==> src/rtl/spi_txn_arb.sv <==
// spi_txn_arb: round-robin arbiter sharing one SPI controller between requesters, one word per transaction
module spi_txn_arb #(
    parameter int NUM_REQ = 4,
    parameter int TO_MS   = 16
) (
    input  logic                  clk,
    input  logic                  rst_n,
    input  logic                  clk_1k_fp,
    input  logic [NUM_REQ-1:0]    req_valid,
    output logic [NUM_REQ-1:0]    req_ready,
    input  logic [NUM_REQ*2-1:0]  req_slv,
    input  logic [NUM_REQ*2-1:0]  req_len,
    input  logic [NUM_REQ-1:0]    req_rd,
    input  logic [NUM_REQ*32-1:0] req_wdata,
    output logic                  rsp_valid,
    input  logic                  rsp_ready,
    output logic [2:0]            rsp_id,
    output logic [31:0]           rsp_rdata,
    output logic                  rsp_err,
    output logic                  spi_strt,
    output logic [1:0]            spi_slv_sel,
    output logic [1:0]            spi_wd_len,
    output logic [1:0]            spi_rd_len,
    output logic                  spi_rdata_en,
    output logic                  spi_wd_lst,
    output logic                  spi_rd_lst,
    output logic [31:0]           spi_rwdata,
    input  logic                  spi_done,
    input  logic [31:0]           spi_rdata,
    output logic                  busy
);
    localparam int IW = $clog2(NUM_REQ);
    typedef enum logic [1:0] {IDLE, LAUNCH, WAIT, RESP} state_t;
    state_t             state_q, state_d;
    logic [IW-1:0]      last_q, last_d, gnt_q, gnt_d, pick, pick_hi, pick_all;
    logic [1:0]         slv_q, slv_d, len_q, len_d, sel_slv, sel_len;
    logic               rd_q, rd_d, err_q, err_d, sel_rd;
    logic [31:0]        wdata_q, wdata_d, rdata_q, rdata_d, sel_wdata;
    logic [7:0]         cnt_q, cnt_d;
    logic [NUM_REQ-1:0] hi_mask, masked;
    always_comb begin
        hi_mask = ~((NUM_REQ'(2) << last_q) - NUM_REQ'(1));
        masked = req_valid & hi_mask;
        pick_hi = '0;
        pick_all = '0;
        for (int i = NUM_REQ - 1; i >= 0; i--) begin
            pick_hi = masked[i] ? IW'(i) : pick_hi;
            pick_all = req_valid[i] ? IW'(i) : pick_all;
        end
        pick = |masked ? pick_hi : pick_all;
        sel_slv = '0;
        sel_len = '0;
        sel_rd = 1'b0;
        sel_wdata = '0;
        for (int i = 0; i < NUM_REQ; i++) begin
            if (IW'(i) == pick) begin
                sel_slv = req_slv[2*i +: 2];
                sel_len = req_len[2*i +: 2];
                sel_rd = req_rd[i];
                sel_wdata = req_wdata[32*i +: 32];
            end
        end
    end
    always_comb begin
        state_d = state_q;
        last_d = last_q;
        gnt_d = gnt_q;
        slv_d = slv_q;
        len_d = len_q;
        rd_d = rd_q;
        wdata_d = wdata_q;
        rdata_d = rdata_q;
        err_d = err_q;
        cnt_d = cnt_q;
        case (state_q)
            IDLE: if (|req_valid) begin
                gnt_d = pick;
                slv_d = sel_slv;
                len_d = sel_len;
                rd_d = sel_rd;
                wdata_d = sel_wdata;
                state_d = LAUNCH;
            end
            LAUNCH: begin
                cnt_d = '0;
                state_d = WAIT;
            end
            WAIT: if (spi_done) begin
                rdata_d = rd_q ? spi_rdata : '0;
                err_d = 1'b0;
                state_d = RESP;
            end else if (clk_1k_fp) begin
                cnt_d = cnt_q + 8'd1;
                if (cnt_q + 8'd1 == 8'(TO_MS)) begin
                    rdata_d = '0;
                    err_d = 1'b1;
                    state_d = RESP;
                end
            end
            default: if (rsp_ready) begin
                last_d = gnt_q;
                state_d = IDLE;
            end
        endcase
    end
    always_ff @(posedge clk) begin
        if (!rst_n) begin
            state_q <= IDLE;
            last_q <= IW'(NUM_REQ - 1);
            gnt_q <= '0;
            slv_q <= '0;
            len_q <= '0;
            rd_q <= 1'b0;
            wdata_q <= '0;
            rdata_q <= '0;
            err_q <= 1'b0;
            cnt_q <= '0;
        end else begin
            state_q <= state_d;
            last_q <= last_d;
            gnt_q <= gnt_d;
            slv_q <= slv_d;
            len_q <= len_d;
            rd_q <= rd_d;
            wdata_q <= wdata_d;
            rdata_q <= rdata_d;
            err_q <= err_d;
            cnt_q <= cnt_d;
        end
    end
    assign req_ready = (rst_n && state_q == IDLE && |req_valid) ? NUM_REQ'(1) << pick : '0;
    assign rsp_valid = state_q == RESP;
    assign rsp_id = 3'(gnt_q);
    assign rsp_rdata = rdata_q;
    assign rsp_err = err_q;
    assign spi_strt = state_q == LAUNCH;
    assign spi_slv_sel = slv_q;
    assign spi_wd_len = len_q;
    assign spi_rd_len = len_q;
    assign spi_rdata_en = rd_q;
    assign spi_wd_lst = 1'b1;
    assign spi_rd_lst = 1'b1;
    assign spi_rwdata = wdata_q;
    assign busy = state_q != IDLE;
endmodule

==> config.mk <==
export PLATFORM = sky130hd
export DESIGN_NAME = spi_txn_arb
export DESIGN_NICKNAME = d
export VERILOG_FILES = /design/src/rtl/spi_txn_arb.sv
export SDC_FILE = /design/constraint.sdc
export NUM_CORES = 1
export LEC_CHECK = 0
export CORE_UTILIZATION = 35
export CTS_CLUSTER_SIZE = 30
export DETAILED_ROUTE_END_ITERATION = 8
export GPL_TIMING_DRIVEN = 1
export PLACE_DENSITY = 0.74
export SLEW_MARGIN = 20
export SYNTH_ARGS = -nofsm -noshare
export SYNTH_HDL_FRONTEND = slang
export SYNTH_SLANG_ARGS = --single-unit
export TNS_END_PERCENT = 50
==> constraint.sdc <==
create_clock -name clk -period 1.8 [get_ports clk]
set_clock_uncertainty 0.05 [all_clocks]
set_input_delay 0.36 -clock clk [delete_from_list [all_inputs] [get_ports clk]]
set_output_delay 0.36 -clock clk [all_outputs]
set_load 0.05 [all_outputs]
==> flow_summary_export.csv <==
group,metric,value,unit
finish,areaGrowthSynthToFinish,94.0,%
synth,ys_seq_elements,84,
global_routing,antenna_found_initial,0,
finish,diodes,0,
setup_path,reg2reg_setup_slack,-0.24,ns
synth,syn_area_per_cell,7.91,sq um
global_routing,grt_max_degree,33,
setup_path,path_cells,"inv_2 -> ha_4 -> clkinvlp_4 -> a21oi_4 -> nand2_8 -> a21oi_4 -> buf_12",
sta,rsz0062_at_grt,"true",
cts,cts_buffer_depth,2,
synth,synth_area_leaders,"dfxtp_1 35%, nand2_1 7.9%, a21oi_1 7.7%, a41oi_1 5.8%, nand2b_1 5.0%",
setup_path,critPathArrivalTime,1.74,ns
cts,clk_pin_slew,0.06,ns
sta,setup_ws,-0.347,ns
die,start_util,36.4,%
global_routing,grt_pass1_vias,6352,
finish,multi_input_area,0.00347,sq mm
sta,period_share,119,%
die,num_rows,42,
setup_path,criticalPathCategory,"reg2out",
finish,instances_no_fill,1120,
route,viasPerCell,5.79,
global_routing,grt_pass1_wl,33.2,mm
synth,ys_async_sr_fraction,0,%
die,ios,273,
setup_path,worstSetupEndpointType,"output port",
cts,clockRootBuffer,"clkbuf_16",
sta,tns,-4.52,ns
job,drv_cap,0,
die,die-area,0.0144,sq mm
synth,synth-edff-count,0,
cts,clk-insertion-delay-late,0.35,ns
synth,syn_inst,616,
cts,clock_sinks,84,
synth,synth_top_family_by_area,"compound AO/OA/AOI/OAI gates",
cts,cts_buffers,9,
global_routing,gr-total-overflow,0,
setup_path,worstPathMaxFanout,3,
place,io_buffer_count,269,
route,drt-initial-drc-count,506,
setup_path,critical_path.slowest_cell,"dfxtp_2",
die,die_h,120,um
synth,seq_area_frac_synth,34.5,%
finish,layout.area.seq,0.00169,sq mm
die,die_width,120,um
finish,fill_cells,1008,
route,dr.pass1.iters,6,
route,ant_nets,0,
pwr,powerDensity,1060,mW/mm^2
die,core-area,0.0134,sq mm
cts,holdBufCountCts,0,
setup_path,critPathRequiredTime,1.39,ns
synth,yosys_warnings,0,
synth,synth-simple-area-share,18.1,%
synth,ys_top_cells_by_count,"102 x nand2_1, 84 x dfxtp_1, 75 x a21oi_1",
synth,yosys.area_share.adder,1.54,%
run_status,violations,"negative setup slack",
synth,synthMuxAreaShare,0.205,%
place,gp_congestion,0.996,
synth,yosys.area.top_type,"dfxtp_1",
pwr,p_leak,3.78,nW
global_routing,grtUsageTotal,29.7,%
setup_path,slowest_delay,0.32,ns
route,drc,0,
sta,timing.fmax,466,MHz
cts,htree_levels,3,
route,post_drt_wl_per_cell,21.0,um
finish,drive_gt1_share,34.2,%
sta,hold_violations,0,
synth,yosys.area.top_type_share,34.5,%
finish,postLayoutCoreUtil,70.6,%
setup_path,cpMostUsedCell,"a21oi_4",
route,routed-via-count,6487,
place,dpl.hpwl,15.5,mm
synth,synth-xor-area-share,0.180,%
synth,netlist_area,0.00487,sq mm
pwr,vdd_ir_drop_max,0.584,mV
finish,final_nets,1135,
cts,cts_tree,"yes",
sta,holdWs,0.401,ns
place,placed_cells,1071,
sta,fin_crit,2.15,ns
run_status,status,"finished with violations",
sta,drv_slew,0,
finish,fin_area,0.00945,sq mm
place,place_area,0.00816,sq mm
synth,synth_flop_cell,"dfxtp_1",
setup_path,critPathLaunchType,"flop",
synth,synth.most_common_cell,"nand2_1",
min_path,hold_class,"reg2reg",
route,drt_wl_total,23.6,mm
synth,synthDistinctLibCells,49,
synth,synth_compound_area_share,38.9,%
sta,setup_viol,36,
## report_power, final
part | switching [W] | internal (W) | total [W] | leakage (nW)
logic | 0.00320 | 0.00238 | 0.00558 | 2.94
registers | 0.000217 | 0.00218 | 0.00240 | 0.687
clock network | 0.000787 | 0.00128 | 0.00207 | 0.158
## per-layer routing
layer	wire [um]	part of all wire (%)	up-vias	GRT usage [%]
li1	-	-	2944	-
met1	9200	39	3128	34.5
met2	11800	50	339	51.4
met3	1580	6.7	76	6.94
met4	985	4.2	0	13.2
met5	0	0	-	0
## final timing paths
| kind | startpoint | depth (start not counted) | endpoint |
|---|---|---|---|
| worst max-delay path | state_q[0] | 7 | req_ready[0] |
| worst min-delay path | spi_slv_sel[0] | 2 | spi_slv_sel[0] |
| worst max register to register | last_q[1] | 10 | spi_rwdata[6] |
| worst min register to register | spi_slv_sel[0] | 2 | spi_slv_sel[0] |
## worst max-delay path, delay by kind of cell, from the launching register on
family          cells  cell delay, ns
compound gates      2            0.46
fa+ha+maj           1            0.15
buf+inv             3            0.35
flops               1            0.32
simple gates        1            0.10
## cells by family (layout without fill, tap and decap cells)
logic type,after synthesis,count (layout)
AOI/OAI and AO/OA,269,269
adders and majority gates,6,6
and+or+nand+nor,184,184
DFF,84,84
xor gates and xnor gates,1,1
other,2,3
buffers and inverters,69,396
muxes,1,1
## final cells by class
class,count,area share [%]
flip-flops and latches,84,17.9
clock buffers,11,2.67
clock inverters,4,0.768
inverters,5,0.238
repair buffers,376,39.3
well taps,176,2.33
multi-input cells,464,36.8
## cell usage in the layout (no fill, tap or decap), drive strengths merged, types with 3 or more instances in the layout
cell and count:
a211o 22, a21boi 25, a21oi 77, a221o 6, a222oi 9, a41oi 32, and3 4, and3b 3
buf 183, clkbuf 19, clkdlybuf4s50 183, conb 3, dfxtp 84, ha 6, inv 4, nand2 102
nand2b 39, nand3 7, nor2 9, nor2b 8, nor3b 3, o2111ai 23, o211a 5, o211ai 4
o21ai 47, o2bb2ai 7
## flip-flops by register name, summed over array words and instances (netlist names)
| register | flops |
|---|---|
| cnt_q | 8 |
| spi_rwdata | 32 |
| spi_rdata_en | 1 |
| last_q | 2 |
| state_q | 2 |
| spi_rd_len | 2 |
| gnt_q | 2 |
| rsp_err | 1 |
| rsp_rdata | 32 |
| spi_slv_sel | 2 |
## repair_timing
| action | in CTS | in global routing |
|---|---|---|
| resized for setup | 55 | 104 |
| buffers inserted | 14 | 11 |
| cloned | 4 | 9 |
| pin swaps | 25 | 47 |
| setup endpoints to repair | 76 | 77 |
## through the flow
step,power (W),setup slack (ns)
floorplan,0.00529,-0.277
CTS,0.00973,-0.345
finish,0.0100,-0.347
global placement,0.00727,-0.594
global route,0.0104,-0.404
detailed placement,0.00735,-0.683
No activity file was read; power rests on OpenSTA's default activity.
